`config.mk`:
```
export PLATFORM = sky130hd
export DESIGN_NAME = lcd_panel_rx
export DESIGN_NICKNAME = d
export VERILOG_FILES = /design/src/rtl/lcd_panel_rx.sv
export SDC_FILE = /design/constraint.sdc
export NUM_CORES = 1
export LEC_CHECK = 0
export BUFFER_PORTS_ARGS = -buffer_cell sky130_fd_sc_hd__buf_2
export CORE_MARGIN = 1.5
export CORE_UTILIZATION = 45
export DETAILED_ROUTE_END_ITERATION = 10
export GPL_TIMING_DRIVEN = 0
export PLACE_DENSITY = 0.75
export SETUP_SLACK_MARGIN = 0.05
export SLEW_MARGIN = 10
export SYNTH_ARGS = -nofsm -noshare
export SYNTH_HDL_FRONTEND = slang
export SYNTH_SLANG_ARGS = --single-unit
```
`constraint.sdc`:
```
create_clock -name clk -period 4.9 [get_ports clk]
set_clock_uncertainty 0.2 [all_clocks]
set_input_delay 0.49 -clock clk [delete_from_list [all_inputs] [get_ports clk]]
set_output_delay 0.49 -clock clk [all_outputs]
set_load 0.01 [all_outputs]
```
`src/rtl/lcd_panel_rx.sv`:
```
// rtl/lcd_panel_rx.sv - DMG LCD pin receiver: rebuilds pixel, line and frame events from panel pins
module lcd_panel_rx #(
    parameter int WIDTH  = 160,
    parameter int HEIGHT = 144
) (
    input  logic       clk,
    input  logic       reset,
    input  logic       pin_cp,
    input  logic       pin_cpl,
    input  logic       pin_fr,
    input  logic       pin_st,
    input  logic       pin_s,
    input  logic [1:0] pin_ld,
    output logic       pix_valid,
    output logic [7:0] pix_x,
    output logic [7:0] pix_y,
    output logic [1:0] pix_data,
    output logic       line_done,
    output logic [7:0] line_len,
    output logic       line_fr,
    output logic       frame_done,
    output logic [7:0] frame_lines,
    output logic       err_short,
    output logic       err_long,
    output logic       err_vsize,
    output logic       in_frame
);

    typedef enum logic {WAIT_S, ACTIVE} state_t;

    localparam logic [7:0] W8 = 8'(WIDTH);
    localparam logic [7:0] H8 = 8'(HEIGHT);
    localparam logic [8:0] H9 = 9'(HEIGHT);

    // Packed pin vector: {cp, cpl, fr, st, s, ld[1:0]}
    localparam int B_CP  = 6;
    localparam int B_CPL = 5;
    localparam int B_FR  = 4;
    localparam int B_ST  = 3;
    localparam int B_S   = 2;

    logic [6:0] a_q, b_q;
    state_t     state_q, state_d;
    logic [7:0] x_q, x_d, y_q, y_d;
    logic       pix_valid_q, pix_valid_d;
    logic [7:0] pix_x_q, pix_x_d, pix_y_q, pix_y_d;
    logic [1:0] pix_data_q, pix_data_d;
    logic       line_done_q, line_done_d;
    logic [7:0] line_len_q, line_len_d;
    logic       line_fr_q, line_fr_d;
    logic       frame_done_q, frame_done_d;
    logic [7:0] frame_lines_q, frame_lines_d;
    logic       err_short_q, err_short_d;
    logic       err_long_q, err_long_d;
    logic       err_vsize_q, err_vsize_d;

    logic       cp_fall, cpl_rise, st_rise;
    logic [7:0] x_end;
    logic [8:0] y_inc;
    logic [7:0] y_next;

    assign cp_fall  = b_q[B_CP] & ~a_q[B_CP];
    assign cpl_rise = a_q[B_CPL] & ~b_q[B_CPL];
    assign st_rise  = a_q[B_ST] & ~b_q[B_ST];
    assign y_inc    = {1'b0, y_q} + 9'd1;
    assign y_next   = (y_q == 8'hFF) ? 8'hFF : y_inc[7:0];

    // Next-state: pixel on CP fall first, then line/frame close-out on CPL rise using the updated x
    always_comb begin
        state_d       = state_q;
        x_d           = x_q;
        y_d           = y_q;
        x_end         = x_q;
        pix_valid_d   = 1'b0;
        pix_x_d       = pix_x_q;
        pix_y_d       = pix_y_q;
        pix_data_d    = pix_data_q;
        line_done_d   = 1'b0;
        line_len_d    = line_len_q;
        line_fr_d     = line_fr_q;
        frame_done_d  = 1'b0;
        frame_lines_d = frame_lines_q;
        err_short_d   = err_short_q;
        err_long_d    = err_long_q;
        err_vsize_d   = err_vsize_q;

        if (state_q == ACTIVE && cp_fall) begin
            if (x_q < W8) begin
                pix_valid_d = 1'b1;
                pix_x_d     = x_q;
                pix_y_d     = y_q;
                pix_data_d  = b_q[1:0];
                x_end       = x_q + 8'd1;
            end else begin
                err_long_d = 1'b1;
            end
        end
        x_d = x_end;

        if (cpl_rise) begin
            case (state_q)
                WAIT_S: begin
                    if (a_q[B_S]) begin
                        state_d = ACTIVE;
                        x_d     = 8'd0;
                        y_d     = 8'd0;
                    end
                end
                ACTIVE: begin
                    line_done_d = 1'b1;
                    line_len_d  = x_end;
                    line_fr_d   = a_q[B_FR];
                    x_d         = 8'd0;
                    if (x_end != W8) err_short_d = 1'b1;
                    if (a_q[B_S]) begin
                        frame_done_d  = 1'b1;
                        frame_lines_d = y_inc[7:0];
                        if (y_inc != H9) err_vsize_d = 1'b1;
                        y_d = 8'd0;
                    end else begin
                        y_d = y_next;
                        if (y_next == H8) err_vsize_d = 1'b1;
                    end
                end
                default: state_d = WAIT_S;
            endcase
        end

        // ST is only a consistency monitor: a sync mid-line means the line was cut short
        if (st_rise && x_q != 8'd0 && x_q != W8) err_short_d = 1'b1;
    end

    // Pin synchronisation stages, state and all registered outputs
    always_ff @(posedge clk) begin
        if (reset) begin
            a_q           <= '0;
            b_q           <= '0;
            state_q       <= WAIT_S;
            x_q           <= '0;
            y_q           <= '0;
            pix_valid_q   <= 1'b0;
            pix_x_q       <= '0;
            pix_y_q       <= '0;
            pix_data_q    <= '0;
            line_done_q   <= 1'b0;
            line_len_q    <= '0;
            line_fr_q     <= 1'b0;
            frame_done_q  <= 1'b0;
            frame_lines_q <= '0;
            err_short_q   <= 1'b0;
            err_long_q    <= 1'b0;
            err_vsize_q   <= 1'b0;
        end else begin
            a_q           <= {pin_cp, pin_cpl, pin_fr, pin_st, pin_s, pin_ld};
            b_q           <= a_q;
            state_q       <= state_d;
            x_q           <= x_d;
            y_q           <= y_d;
            pix_valid_q   <= pix_valid_d;
            pix_x_q       <= pix_x_d;
            pix_y_q       <= pix_y_d;
            pix_data_q    <= pix_data_d;
            line_done_q   <= line_done_d;
            line_len_q    <= line_len_d;
            line_fr_q     <= line_fr_d;
            frame_done_q  <= frame_done_d;
            frame_lines_q <= frame_lines_d;
            err_short_q   <= err_short_d;
            err_long_q    <= err_long_d;
            err_vsize_q   <= err_vsize_d;
        end
    end

    assign pix_valid   = pix_valid_q;
    assign pix_x       = pix_x_q;
    assign pix_y       = pix_y_q;
    assign pix_data    = pix_data_q;
    assign line_done   = line_done_q;
    assign line_len    = line_len_q;
    assign line_fr     = line_fr_q;
    assign frame_done  = frame_done_q;
    assign frame_lines = frame_lines_q;
    assign err_short   = err_short_q;
    assign err_long    = err_long_q;
    assign err_vsize   = err_vsize_q;
    assign in_frame    = (state_q == ACTIVE);

endmodule

```
-- Word-level counts from Yosys, hierarchy flattened
Index checks and enable logic that the tools add are counted.
- add/subtract/negate cells: 2
- $mul: 0
- div/mod/pow operators: 0
- $lt $le $gt $ge: 1
- eq/ne operators: 7
- shift operators: 0
- muxes and demuxes: 20
- bitwise operators: 10
- reduce and logical (&&, ||, !) cells: 18
- operator list (cell ; number):
    $mux 8 ; 7
    $pmux 8 s2 ; 2
    $eq 8x8->1 const B ; 2
    $ne 8x8->1 const B ; 2
    $mux 1 ; 11
    $add 8x1->9 const B ; 1
    $ne 9x8->1 const B ; 1
    $add 8x1->8 const B ; 1
    $lt 8x8->1 const B ; 1
    $reduce_and 2->1 ; 4
    $reduce_bool 2->1 ; 4
    $reduce_bool 8->1 ; 1
    $not 1->1 ; 7
    $reduce_and 3->1 ; 2
    $reduce_and 4->1 ; 1
    $reduce_or 2->1 ; 2
    $and 1x1->1 ; 3
    $logic_and 1x1->1 ; 3
    $reduce_or 3->1 ; 1
    $ne 2x1->1 const B ; 1
    $ne 2x2->1 const B ; 1
- register bits after elaboration: 72
- latch bits: 0
- bits in writable memories: 0
- bits in read-only memories: 0
- logic and storage cells: 75
- memories kept: 0

-- Depth between registers and ports, before layout
- depth after elaboration: 9
- gate-level depth with buffers: 7
- gate-level depth less buffers: 6

-- Worst setup path after synthesis
OpenSTA, ideal clock, no wires.
- path kind: flip-flop to flip-flop
- start point: reg y_q[0]
- end point: reg y_q[1]
- library setup time: 124 ps
- data arrival time: 1539 ps
- required time: 4576 ps
- path slack: 3036 ps
- cell stages (with the launch flop): 8
- path buffers: 1
- cell sequence: dfxtp_1 > ha_1 > and3_2 > and3_4 > and3_1 > buf_2 > o21ai_0 > o21ai_0
- cells in the longest elaborated chain, start to end: 4
- elaborated cells on any way between the ends: 5
- classes of those cells: 1 x add/sub; 1 x eq/ne; 3 x mux
- RTL lines (item ; RTL line ; RTL):
    start, declared ; 44 ; logic [7:0] x_q, x_d, y_q, y_d;
    start signal, assigned ; 158 ; y_q <= y_d;
    $add 8x1->9 / $eq 8x8->1 (equally long branches) ; 65, 66 ;
    $mux 8 * ; 66 ; assign y_next = (y_q == 8'hFF) ? 8'hFF : y_inc[7:0];
    $mux 8 * ; 115 ; if (a_q[B_S]) begin
    $pmux 8 s2 * ; 101 ; case (state_q)
Mark *: on every way between the ends. The rest lies on a longest branch, timed or not.
A chain may end at the register's enable or synchronous reset.

-- Worst setup path in the final report
- start point: reg y_q[0]
- end point: reg y_q[0]
The elaborated chain is that of the path after synthesis.

==> results.ini <==
[status]
status = finished clean

[clocking]
clk_pin_slew_ns = 0.06
tritoncts = yes
cts.sinks = 70
cts_htree_levels = 3
cts_root_buffer = clkbuf_8
clockBufferDepth = 2
post-cts-setup-buffers = 0
cts_resized = 0
numCtsBuffers = 9
clk_latency_ns = 0.34
cts_hold_buffers = 0

[sta]
setup_viol = 0
slew_viol_final = 0
period_needed_ns = 2.12
fin_setup_tns_ns = 0
rsz0062_at_grt = false
slew-limit-headroom_pct = 46.0
timing.fmax_mhz = 473
hold_violations = 0
fin_crit_sh_pct = 43.2
worstMarginPinSlew_ns = 0.804

[global_route]
overflow = 0
grt_pass1_wl_mm = 9.67
grt_antenna_before_repair = 0
grt_util_all_layers_pct = 19.6
grt_pass1_vias = 2076
grt_max_degree = 11

[logic_synthesis]
ys.warnings.count = 0
synth_top_area_cell = dfxtp_1
synth_top_flop_cell = dfxtp_1
syn_inst = 324
ys_ff_latch = 70
syn_nets = 337
netlist_area_um2 = 2800
synth_cell_types = 45
synth_top_area_share_pct = 50.0
seq_area_frac_synth_pct = 50.0
synth_area_leaders = dfxtp_1 50%, nand2_1 6.4%, nor2_1 5.5%, a21oi_1 5.2%, a211oi_1 3.5%
async_flop_share_pct = 0
synth_edf_count = 0
avgSynthCellArea_um2 = 8.64

[power]
vdd_drop_max_mv = 0.182
power_density_nw_per_um2 = 305
p_leak_uw = 0.00135

[job]
maxCapViolCount = 0

[place]
io_buffer_count = 50
dpl_cell_area_um2 = 3140
gp_congestion = 0.869
dpl.hpwl_mm = 4.36
dp.cells = 449

[routing]
num_vias = 2418
routed_via_density = 5.21
drt_iter0_drc = 218
drc_errors = 0
wl_per_cell_um = 13.3
ant_nets = 0
dr.pass1.iters = 4
finalWirelength_mm = 6.19

[floorplan]
coreArea_um2 = 5960
ioPinCount = 51
num_rows = 28
initial_core_util_pct = 47.0
die_x_um = 81.9
dieArea_um2 = 6710
dieHeight_um = 81.9

[critical_path]
startpoint_type = flip-flop
worstPathArrival_ns = 2.18
criticalPathCategory = reg -> reg
cp-end-kind = flip-flop
required_ns = 4.96
timing.critical_path.fanout_max = 8

[final_layout]
layout-drive-gt1-share_pct = 21.3
layout_commonest_cell = dfxtp_1
area_growth_pct = 18.3
nets = 398
layout.cells.non_filler = 464
antenna_cells = 0
mostFrequentLayoutCells = 70 x dfxtp_1, 58 x buf_2, 48 x nand2_1
finalInstanceArea_um2 = 3310

[worst_hold_path]
hp-class = in -> reg

through the flow:
stage	utilization, %	hold WS, ns	power [uW]	setup slack (ns)
after floorplan	-	0.214	609	3.04
after global placement	52.8	0.224	621	2.92
after detailed placement	52.8	0.227	622	2.83
after CTS	55.6	0.138	1020	2.81
after global routing	55.6	0.146	1050	2.69
final	55.6	0.156	1010	2.78
cells in the mapped netlist, types with 4 or more instances:
library cell  number
nand2_1           48
ha_1               4
and2_1             4
buf_2              8
xnor2_1            7
o21ai_0            8
nor2_1            41
a211oi_1          13
nor3_1             6
inv_1              9
clkbuf_1          10
xor2_1             5
a21oi_1           29
nand4_1            6
dfxtp_1           70
nor2b_1           13
sequential cells by signal (all words and copies together), names as in the netlist:
| name | count |
|---|---|
| frame_lines | 8 |
| line_len | 8 |
| pix_x | 8 |
| pix_y | 8 |
| x_q | 8 |
| y_q | 8 |
| a_q | 7 |
| b_q | 5 |
| pix_data | 2 |
| err_long | 1 |
| err_short | 1 |
| err_vsize | 1 |
| frame_done | 1 |
| in_frame | 1 |
| line_done | 1 |
| line_fr | 1 |
| pix_valid | 1 |
worst max-delay path, stage by stage, from the launching register on:
cell and delay [ns]:
dfxtp_1 0.50, ha_1 0.34, and3_2 0.27, and3_4 0.23, and3_1 0.15, buf_2 0.16, o21ai_0 0.08, o21ai_0 0.12
cell families (layout without fill, tap and decap cells):
group	after synthesis	after routing	share of synthesized area (%)
AO/OA/AOI/OAI	71	71	16.0
XOR/XNOR	12	12	3.75
adder cells (fa/ha/maj)	4	4	1.79
buffers and inverters	30	95	5.05
flip-flops	70	70	50.0
AND/OR/NAND/NOR	137	137	23.4
cell type report:
class / count / area, um2
Sequential cell: 70 / 1400
Clock inverter: 1 / 5.00
Multi-Input combinational cell: 224 / 1260
Clock buffer: 14 / 163
Tap cell: 75 / 93.8
Timing Repair Buffer: 50 / 250
Buffer: 21 / 108
Fill cell: 594 / 2640
Inverter: 9 / 33.8
power by group:
group | switching (uW) | internal (uW)
sequential | 3.63 | 575
clock | 192 | 208
combinational | 19.1 | 11.0
worst paths after layout:
check | startpoint | to | slack (ns) | cells after the start
setup / recovery | y_q[0]$_SDFFE_PP0P_ | y_q[0]$_SDFFE_PP0P_ | 2.78 | 7
hold / removal | pin_s | a_q[2]$_SDFF_PP0_ | 0.16 | 2
setup reg to reg | y_q[0]$_SDFFE_PP0P_ | y_q[0]$_SDFFE_PP0P_ | 2.78 | 7
hold reg to reg | b_q[0]$_SDFF_PP0_ | pix_data[0]$_SDFFE_PP0P_ | 0.24 | 2
layer usage:
metal / track usage (%) / up-vias / part of all wire (%)
met3: 5.00 / 8 / 6.9
met1: 26.2 / 1114 / 48
met2: 29.3 / 73 / 44
met5: 0 / - / 0
met4: 9.15 / 0 / 1.4
li1: - / 1223 / -
No activity file was read; power rests on OpenSTA's default activity.
